## config.mk

```make
export PLATFORM = sky130hd
export DESIGN_NAME = magnitude_compare_sequencer_flat
export DESIGN_NICKNAME = d
export VERILOG_FILES = /design/src/rtl/magnitude_compare_sequencer_if.sv /design/src/rtl/magnitude_compare_sequencer.sv /design/src/flat_wrapper.sv
export SDC_FILE = /design/constraint.sdc
export NUM_CORES = 1
export LEC_CHECK = 0
export ABC_AREA = 1
export BUFFER_PORTS_ARGS = -buffer_cell sky130_fd_sc_hd__buf_2
export CAP_MARGIN = 20
export CORE_MARGIN = 4
export CORE_UTILIZATION = 50
export DETAILED_ROUTE_END_ITERATION = 16
export GPL_TIMING_DRIVEN = 0
export PLACE_DENSITY = 0.75
export SYNTH_ARGS = -nofsm -noshare
export SYNTH_HDL_FRONTEND = slang
export SYNTH_SLANG_ARGS = --single-unit --ignore-timing --ignore-initial --compat-mode --unroll-limit 50000
```

## constraint.sdc

```tcl
create_clock -name Clk -period 2 [get_ports Clk]
set_input_delay 0.1 -clock Clk [delete_from_list [all_inputs] [get_ports Clk]]
set_output_delay 0.1 -clock Clk [all_outputs]
set_load 0.05 [all_outputs]
```

## src/rtl/magnitude_compare_sequencer_if.sv

```systemverilog
// Handshake and operand/result bundle for magnitude_compare_sequencer.
// The master drives the request side and the slave returns status and results.
interface magnitude_compare_sequencer_if #(
    parameter int WIDTH_IN = 4,
    parameter int SLICES   = 4
) ();
    localparam int SW = (SLICES > 1) ? $clog2(SLICES) : 1;

    logic                         Start;
    logic [WIDTH_IN*SLICES-1:0]   A;
    logic [WIDTH_IN*SLICES-1:0]   B;
    logic                         ALess_in;
    logic                         Equal_in;
    logic                         AGreater_in;
    logic                         Busy;
    logic                         Done;
    logic [SW-1:0]                Slice;
    logic                         ALess_out;
    logic                         Equal_out;
    logic                         AGreater_out;

    modport master (
        output Start, A, B, ALess_in, Equal_in, AGreater_in,
        input  Busy, Done, Slice, ALess_out, Equal_out, AGreater_out
    );

    modport slave (
        input  Start, A, B, ALess_in, Equal_in, AGreater_in,
        output Busy, Done, Slice, ALess_out, Equal_out, AGreater_out
    );
endinterface

```

## src/rtl/magnitude_compare_sequencer.sv

```systemverilog
// Wide magnitude compare: one 7485-style stage walked LSB slice to MSB slice, cascade fed back.
// Latency: Start accepted at edge t, Done high in the cycle after edge t+SLICES.
// Backpressure: none; Start is ignored while Busy, accepted in IDLE or in the Done cycle.
module magnitude_compare_sequencer #(
    parameter int WIDTH_IN   = 4,
    parameter int SLICES     = 4,
    parameter int DELAY_RISE = 0,
    parameter int DELAY_FALL = 0
) (
    input  logic                         Clk,
    input  logic                         Reset,
    magnitude_compare_sequencer_if.slave bus
);
    localparam int SW = (SLICES > 1) ? $clog2(SLICES) : 1;
    localparam int W  = WIDTH_IN * SLICES;

    typedef enum logic [1:0] {IDLE, RUN, DONE} state_t;

    state_t          state;
    logic [W-1:0]    a_q;
    logic [W-1:0]    b_q;
    logic [SW-1:0]   slice_q;
    logic            casc_l, casc_e, casc_g;
    logic            busy_q, done_q;
    logic            l_q, e_q, g_q;

    logic [WIDTH_IN-1:0] a_s;
    logic [WIDTH_IN-1:0] b_s;
    logic                nl, ne, ng;

    // Equal slices apply the raw 7485 cascade equations, so abnormal cascade codes propagate as the chip would.
    always_comb begin
        a_s = a_q[int'(slice_q)*WIDTH_IN +: WIDTH_IN];
        b_s = b_q[int'(slice_q)*WIDTH_IN +: WIDTH_IN];
        nl  = 1'b0;
        ne  = 1'b0;
        ng  = 1'b0;
        if (a_s > b_s) begin
            ng = 1'b1;
        end else if (a_s < b_s) begin
            nl = 1'b1;
        end else begin
            nl = !casc_g && !casc_e;
            ne = casc_e;
            ng = !casc_l && !casc_e;
        end
    end

    always_ff @(posedge Clk) begin
        if (Reset) begin
            state   <= IDLE;
            a_q     <= '0;
            b_q     <= '0;
            slice_q <= '0;
            casc_l  <= 1'b0;
            casc_e  <= 1'b0;
            casc_g  <= 1'b0;
            busy_q  <= 1'b0;
            done_q  <= 1'b0;
            l_q     <= 1'b0;
            e_q     <= 1'b0;
            g_q     <= 1'b0;
        end else begin
            case (state)
                IDLE, DONE: begin
                    done_q <= 1'b0;
                    if (bus.Start) begin
                        a_q     <= bus.A;
                        b_q     <= bus.B;
                        casc_l  <= bus.ALess_in;
                        casc_e  <= bus.Equal_in;
                        casc_g  <= bus.AGreater_in;
                        slice_q <= '0;
                        busy_q  <= 1'b1;
                        state   <= RUN;
                    end else begin
                        state <= IDLE;
                    end
                end
                RUN: begin
                    casc_l <= nl;
                    casc_e <= ne;
                    casc_g <= ng;
                    if (slice_q != SW'(SLICES - 1)) begin
                        slice_q <= slice_q + SW'(1);
                    end else begin
                        l_q     <= nl;
                        e_q     <= ne;
                        g_q     <= ng;
                        busy_q  <= 1'b0;
                        done_q  <= 1'b1;
                        slice_q <= '0;
                        state   <= DONE;
                    end
                end
                default: state <= IDLE;
            endcase
        end
    end

    assign #(DELAY_RISE, DELAY_FALL) bus.Busy         = busy_q;
    assign #(DELAY_RISE, DELAY_FALL) bus.Done         = done_q;
    assign #(DELAY_RISE, DELAY_FALL) bus.Slice        = slice_q;
    assign #(DELAY_RISE, DELAY_FALL) bus.ALess_out    = l_q;
    assign #(DELAY_RISE, DELAY_FALL) bus.Equal_out    = e_q;
    assign #(DELAY_RISE, DELAY_FALL) bus.AGreater_out = g_q;
endmodule

```

## src/flat_wrapper.sv

```systemverilog
// flat-port wrapper written by rule: the top's interface ports become plain ports
module magnitude_compare_sequencer_flat 
#(
    parameter int WIDTH_IN   = 4,
    parameter int SLICES     = 4,
    parameter int DELAY_RISE = 0,
    parameter int DELAY_FALL = 0
)
  (Clk, Reset, bus_Start, bus_A, bus_B, bus_ALess_in, bus_Equal_in, bus_AGreater_in, bus_Busy, bus_Done, bus_Slice, bus_ALess_out, bus_Equal_out, bus_AGreater_out);
  magnitude_compare_sequencer_if #(.WIDTH_IN(WIDTH_IN), .SLICES(SLICES)) bus_i ();
  input  logic Clk;
  input  logic Reset;
  input wire logic [$bits(bus_i.Start)-1:0] bus_Start;
  input wire logic [$bits(bus_i.A)-1:0] bus_A;
  input wire logic [$bits(bus_i.B)-1:0] bus_B;
  input wire logic [$bits(bus_i.ALess_in)-1:0] bus_ALess_in;
  input wire logic [$bits(bus_i.Equal_in)-1:0] bus_Equal_in;
  input wire logic [$bits(bus_i.AGreater_in)-1:0] bus_AGreater_in;
  output wire logic [$bits(bus_i.Busy)-1:0] bus_Busy;
  output wire logic [$bits(bus_i.Done)-1:0] bus_Done;
  output wire logic [$bits(bus_i.Slice)-1:0] bus_Slice;
  output wire logic [$bits(bus_i.ALess_out)-1:0] bus_ALess_out;
  output wire logic [$bits(bus_i.Equal_out)-1:0] bus_Equal_out;
  output wire logic [$bits(bus_i.AGreater_out)-1:0] bus_AGreater_out;
  assign bus_i.Start = bus_Start;
  assign bus_i.A = bus_A;
  assign bus_i.B = bus_B;
  assign bus_i.ALess_in = bus_ALess_in;
  assign bus_i.Equal_in = bus_Equal_in;
  assign bus_i.AGreater_in = bus_AGreater_in;
  assign bus_Busy = bus_i.Busy;
  assign bus_Done = bus_i.Done;
  assign bus_Slice = bus_i.Slice;
  assign bus_ALess_out = bus_i.ALess_out;
  assign bus_Equal_out = bus_i.Equal_out;
  assign bus_AGreater_out = bus_i.AGreater_out;
  magnitude_compare_sequencer #(.WIDTH_IN(WIDTH_IN), .SLICES(SLICES), .DELAY_RISE(DELAY_RISE), .DELAY_FALL(DELAY_FALL)) u_core (.Clk(Clk), .Reset(Reset), .bus(bus_i));
endmodule
```

# Word-level counts from Yosys, hierarchy flattened
# Index checks and enable logic that the tools add are counted.
[totals]
regBits = 44
out_inout_bits = 7
elab_cells = 59
[classes]
n_addsub = 1
n_lt_le_gt_ge = 2
eq_ne = 5
shift = 2
mux = 23
n_bitwise = 1
reduce_logical = 13
[ops]
columns = ["cell", "count"]
rows = [
  ["$shiftx A16 B5 Y4", 2],
  ["$mux W1", 13],
  ["$pmux W1 S2", 5],
  ["$pmux W2 S2", 2],
  ["$reduce_and A2 Y1", 4],
  ["$mux W2", 3],
  ["$ne A2 B2 Y1 const B", 3],
  ["$gt A4 B4 Y1", 1],
  ["$lt A4 B4 Y1", 1],
  ["$logic_not A1 Y1", 3],
  ["$reduce_and A3 Y1", 1],
  ["$add A2 B1 Y2 const B", 1],
  ["$eq A2 B1 Y1 const B", 1],
  ["$eq A2 B2 Y1 const B", 1],
  ["$logic_and A1 B1 Y1", 2],
  ["$logic_not A2 Y1", 1],
  ["$reduce_bool A2 Y1", 1],
  ["$reduce_or A2 Y1", 1],
  ["$not A1 Y1", 1],
]

# Longest topological paths before layout
[logic_depth]
ltp_word = 5
mapped_depth = 14
mapped_depth_nobuf = 12

# Worst setup path before layout
# Ideal clock, no wire load.
[synth_path]
kind = "reg2reg"
startpoint = "register u_core.slice_q[0] (netlist: u_core.bus.Slice[0])"
endpoint = "register u_core.casc_l"
arrival_time_ns = 2.100
required_time_ns = 1.934
setup_slack_ns = -0.166
stages_incl_launch_ff = 14
path_buffers = 2
period_less_slack_ns = 2.166
cell_sequence = "dfxtp_1 -> buf_4 -> inv_4 -> buf_4 -> o21ai_0 -> o22ai_1 -> ha_1 -> nand2_1 -> inv_1 -> nand2_1 -> nand2_1 -> nand2_1 -> nand2_1 -> a21oi_2"
[synth_between]
elab_chain_len = 5
[synth_lines]
columns = ["element", "line_no", "source"]
rows = [
  ["start: declaration", "magnitude_compare_sequencer.sv:22", "logic [SW-1:0] slice_q;"],
  ["start signal: assignment", "magnitude_compare_sequencer.sv:85", "slice_q <= slice_q + SW'(1);"],
  ["$shiftx A16 B5 Y4, on equally long branches", "magnitude_compare_sequencer.sv:33, magnitude_compare_sequencer.sv:34", ""],
  ["$lt A4 B4 Y1", "magnitude_compare_sequencer.sv:40", "end else if (a_s < b_s) begin"],
  ["$mux W1", "magnitude_compare_sequencer.sv:40", ""],
  ["$mux W1 *", "magnitude_compare_sequencer.sv:38", "if (a_s > b_s) begin"],
  ["$pmux W1 S2 *", "magnitude_compare_sequencer.sv:64", "case (state)"],
  ["end signal: assignment", "magnitude_compare_sequencer.sv:70", "casc_l <= bus.ALess_in;"],
  ["end signal: assignment", "magnitude_compare_sequencer.sv:81", "casc_l <= nl;"],
  ["end: declaration", "magnitude_compare_sequencer.sv:23", "logic casc_l, casc_e, casc_g;"],
]
# Every way passes the cells marked *; elsewhere a longest branch is shown, timed or not.
# A chain may end at the register's enable or synchronous reset.

# Worst setup path in the final report
# Same ends and word-level chain as after synthesis.

==> impl_metrics.env <==
export IMPL_synth_area_um2=1940
export IMPL_clock_sinks=44
export IMPL_yosysSeqAreaShare_pct=45.4
export IMPL_hold_class="input port to flip-flop"
export IMPL_fmax_mhz=533
export IMPL_overflow=0
export IMPL_dieArea_um2=4940
export IMPL_grt_use_met3_pct=5.90
export IMPL_die_y_um=70.3
export IMPL_ys_warnings_count=0
export IMPL_syn_nets=308
export IMPL_grt_busiest_layer="met2"
export IMPL_ir_drop_uv=425
export IMPL_grt_met2_usage_pct=29.5
export IMPL_row_count=22
export IMPL_core_um2=3720
export IMPL_synth_seq_cells=44
export IMPL_nets=360
export IMPL_min_to="u_core.a_q[1]"
export IMPL_crit_slowest_cell="dfxtp_2"
export IMPL_numCtsBuffers=5
export IMPL_routabilityCongestion=0.792
export IMPL_r2r_slack_ns=0.12
export IMPL_netlist_top_cells_area="dfxtp_1 (45%), nor2_1 (14%), o21ai_0 (10%)"
export IMPL_num_vias=1852
export IMPL_die_w_um=70.3
export IMPL_worst_slew_pin_slew_ns=0.333
export IMPL_p_leak_nw=1.10
export IMPL_clock_latency_ns=0.29
export IMPL_worstHoldStart="bus_A[1]"
export IMPL_cp_start_kind="flip-flop"
export IMPL_antenna_found_initial=0
export IMPL_finalHoldViolCount=0
export IMPL_hold_depth=3
export IMPL_start_util_pct=52.3
export IMPL_fin_skew_ns=0.00815
export IMPL_cts_tree="built"
export IMPL_clkTransAtPathRegs_ns=0.08
export IMPL_synth_cells=265
export IMPL_drive_above_1_share_pct=27.1
export IMPL_required_ns=2.23
export IMPL_crit_chain="buf_6 -> buf_8 -> a21oi_1 -> a32o_1 -> ha_1 -> nand2_1 -> nor2_2 -> nand3_1 -> nand2_1 -> nand2_1 -> a21oi_2"
export IMPL_ctsHoldBuffers=0
export IMPL_drt_iter0_markers=106
export IMPL_use_met1_pct=22.7
export IMPL_finalCritPeriodShare_pct=93.8
export IMPL_p_per_area_nw_per_um2=816
export IMPL_synth_top_area_share_pct=45.4
export IMPL_grt_max_degree=13
export IMPL_setup_violations=0
export IMPL_wl_um=4380
export IMPL_finalPower_mw=1.94
export IMPL_cts_htree_levels=2
export IMPL_cp_arrival_ns=2.11
export IMPL_firstDrtPassIters=4
export IMPL_final_cell_mix="nor2_1 (71), buf_2 (47), dfxtp_1 (42)"
export IMPL_drc=0
export IMPL_drv_cap=0
export IMPL_endpoint_kind="flip-flop"
export IMPL_crit_path_max_incr_delay_ns=0.36
export IMPL_ys_types=25
export IMPL_final_common_cell="nor2_1"
export IMPL_io_pins=45
export IMPL_slew_headroom_pct=77.8
export IMPL_final_antenna_net_count=0
export IMPL_whs_ns=0.0428
export IMPL_port_buffers=44
export IMPL_root_buffer="clkbuf_8"
export IMPL_dp_hpwl_um=3330
export IMPL_critPathKind="flip-flop to flip-flop"
export IMPL_post_route_util_pct=64.1
export IMPL_via_per_inst=5.07
export IMPL_post_drt_wl_per_cell_um=12.0
export IMPL_syn_to_final_growth_pct=22.7
export IMPL_grt_pass1_wl_um=7310
export IMPL_min_period_ns=1.88
export IMPL_cts_max_path_buffers=2
export IMPL_r2r_end="u_core.casc_l"
export IMPL_r2r_start="u_core.bus.Slice[0]"
export IMPL_path_common_cell="nand2_1"
export IMPL_syn_area_per_cell_um2=7.33
export IMPL_antenna_cells=0
export IMPL_track_usage_pct=18.3
export IMPL_crit_fanout=10
export IMPL_grt_pass1_vias=1733
export IMPL_outcome="finished clean"
export IMPL_slew_violations=0
export IMPL_synth_area_leader_cell="dfxtp_1"
export IMPL_ff2ff_path_depth=11
how the worst max path moves through the flow:
stage	startpoint	end	slack, ns	cells past startpoint
finish	u_core.bus.Slice[0]	u_core.casc_l	0.12	11
global route	u_core.bus.Slice[1]	u_core.casc_l	-0.01	10
CTS	u_core.bus.Slice[0]	u_core.casc_l	0.03	13
detailed placement	u_core.bus.Slice[0]	u_core.casc_l	-0.05	13
global placement	u_core.bus.Slice[0]	u_core.casc_l	0.02	13
floorplan	u_core.bus.Slice[0]	u_core.casc_l	0.02	13
report_power, final:
part           internal, mW  total [mW]  leakage (nW)  switching [mW]
combinational         0.185       0.448         0.698           0.263
sequential            0.944       0.985         0.365          0.0408
clock                 0.237       0.510        0.0410           0.273
total                  1.37        1.94          1.10           0.577
logic make-up (layout without fill, tap and decap cells):
kind of cell             after synthesis  after routing  synth area share, %
AND/OR/NAND/NOR                      121            121                 25.0
buffers and inverters                 31             83                 8.18
adder cells (fa/ha/maj)                5              5                 3.22
flip-flops                            44             44                 45.4
AO/OA/AOI/OAI                         64             64                 18.2
critical path, delay by kind of cell, from the launching register on:
family / cells / cell delay, ns
AO/OA/AOI/OAI: 3 / 0.44
adder cells (fa/ha/maj): 1 / 0.30
buffers and inverters: 2 / 0.26
flip-flops: 1 / 0.36
AND/OR/NAND/NOR: 5 / 0.47
timing repair:
| action | CTS | global route |
|---|---|---|
| endpoints found under the setup margin | 2 | 5 |
| gates resized for setup | 4 | 23 |
| buffers inserted | 0 | 1 |
| pin swaps | 1 | 3 |
routing by layer:
layer	share of wire (%)	vias up	wire length (um)
li1	-	970	-
met1	46	827	2000
met2	46	47	2010
met3	6.9	8	301
met4	1.7	0	74
met5	0	-	0
through the flow:
stage / instances / worst slack (ns) / instance area, um2 / setup TNS, ns
2_1_floorplan: 265 / 0.0212 / 1940 / 0
3_3_place_gp: 357 / 0.0166 / 2220 / 0
3_5_place_dp: 357 / -0.0475 / 2220 / -0.0475
4_1_cts: 364 / 0.0282 / 2310 / 0
5_1_grt: 365 / -0.0125 / 2380 / -0.0125
6_report: 365 / 0.124 / 2380 / 0
layout make-up:
cell class | count | area (um2)
multi-input cells | 190 | 948
fillers | 346 | 1330
clock inverters | 1 | 5.00
repair buffers | 45 | 228
inverters | 17 | 68.8
clock buffers | 6 | 72.6
well taps | 48 | 60.1
flip-flops and latches | 44 | 886
plain buffers | 14 | 114
synth_stat cells, drive strengths merged:
cell / number
a21oi: 11
a32o: 4
buf: 11
clkbuf: 3
dfxtp: 44
ha: 5
inv: 17
nand2: 36
nand3: 10
nor2: 73
nor3: 1
o211a: 1
o21ai: 44
o22ai: 4
or2: 1
state kept, by name, summed over array words and instances, names as in the netlist:
| name | flops |
|---|---|
| u_core.casc_e | 1 |
| u_core.bus.Busy | 1 |
| u_core.casc_l | 1 |
| u_core.bus.ALess_out | 1 |
| u_core.casc_g | 1 |
| u_core.bus.Done | 1 |
| u_core.bus.Slice | 2 |
| u_core.bus.Equal_out | 1 |
| u_core.bus.AGreater_out | 1 |
| u_core.state | 2 |
| u_core.a_q | 16 |
| u_core.b_q | 16 |
(Power assumes the default switching activity.)
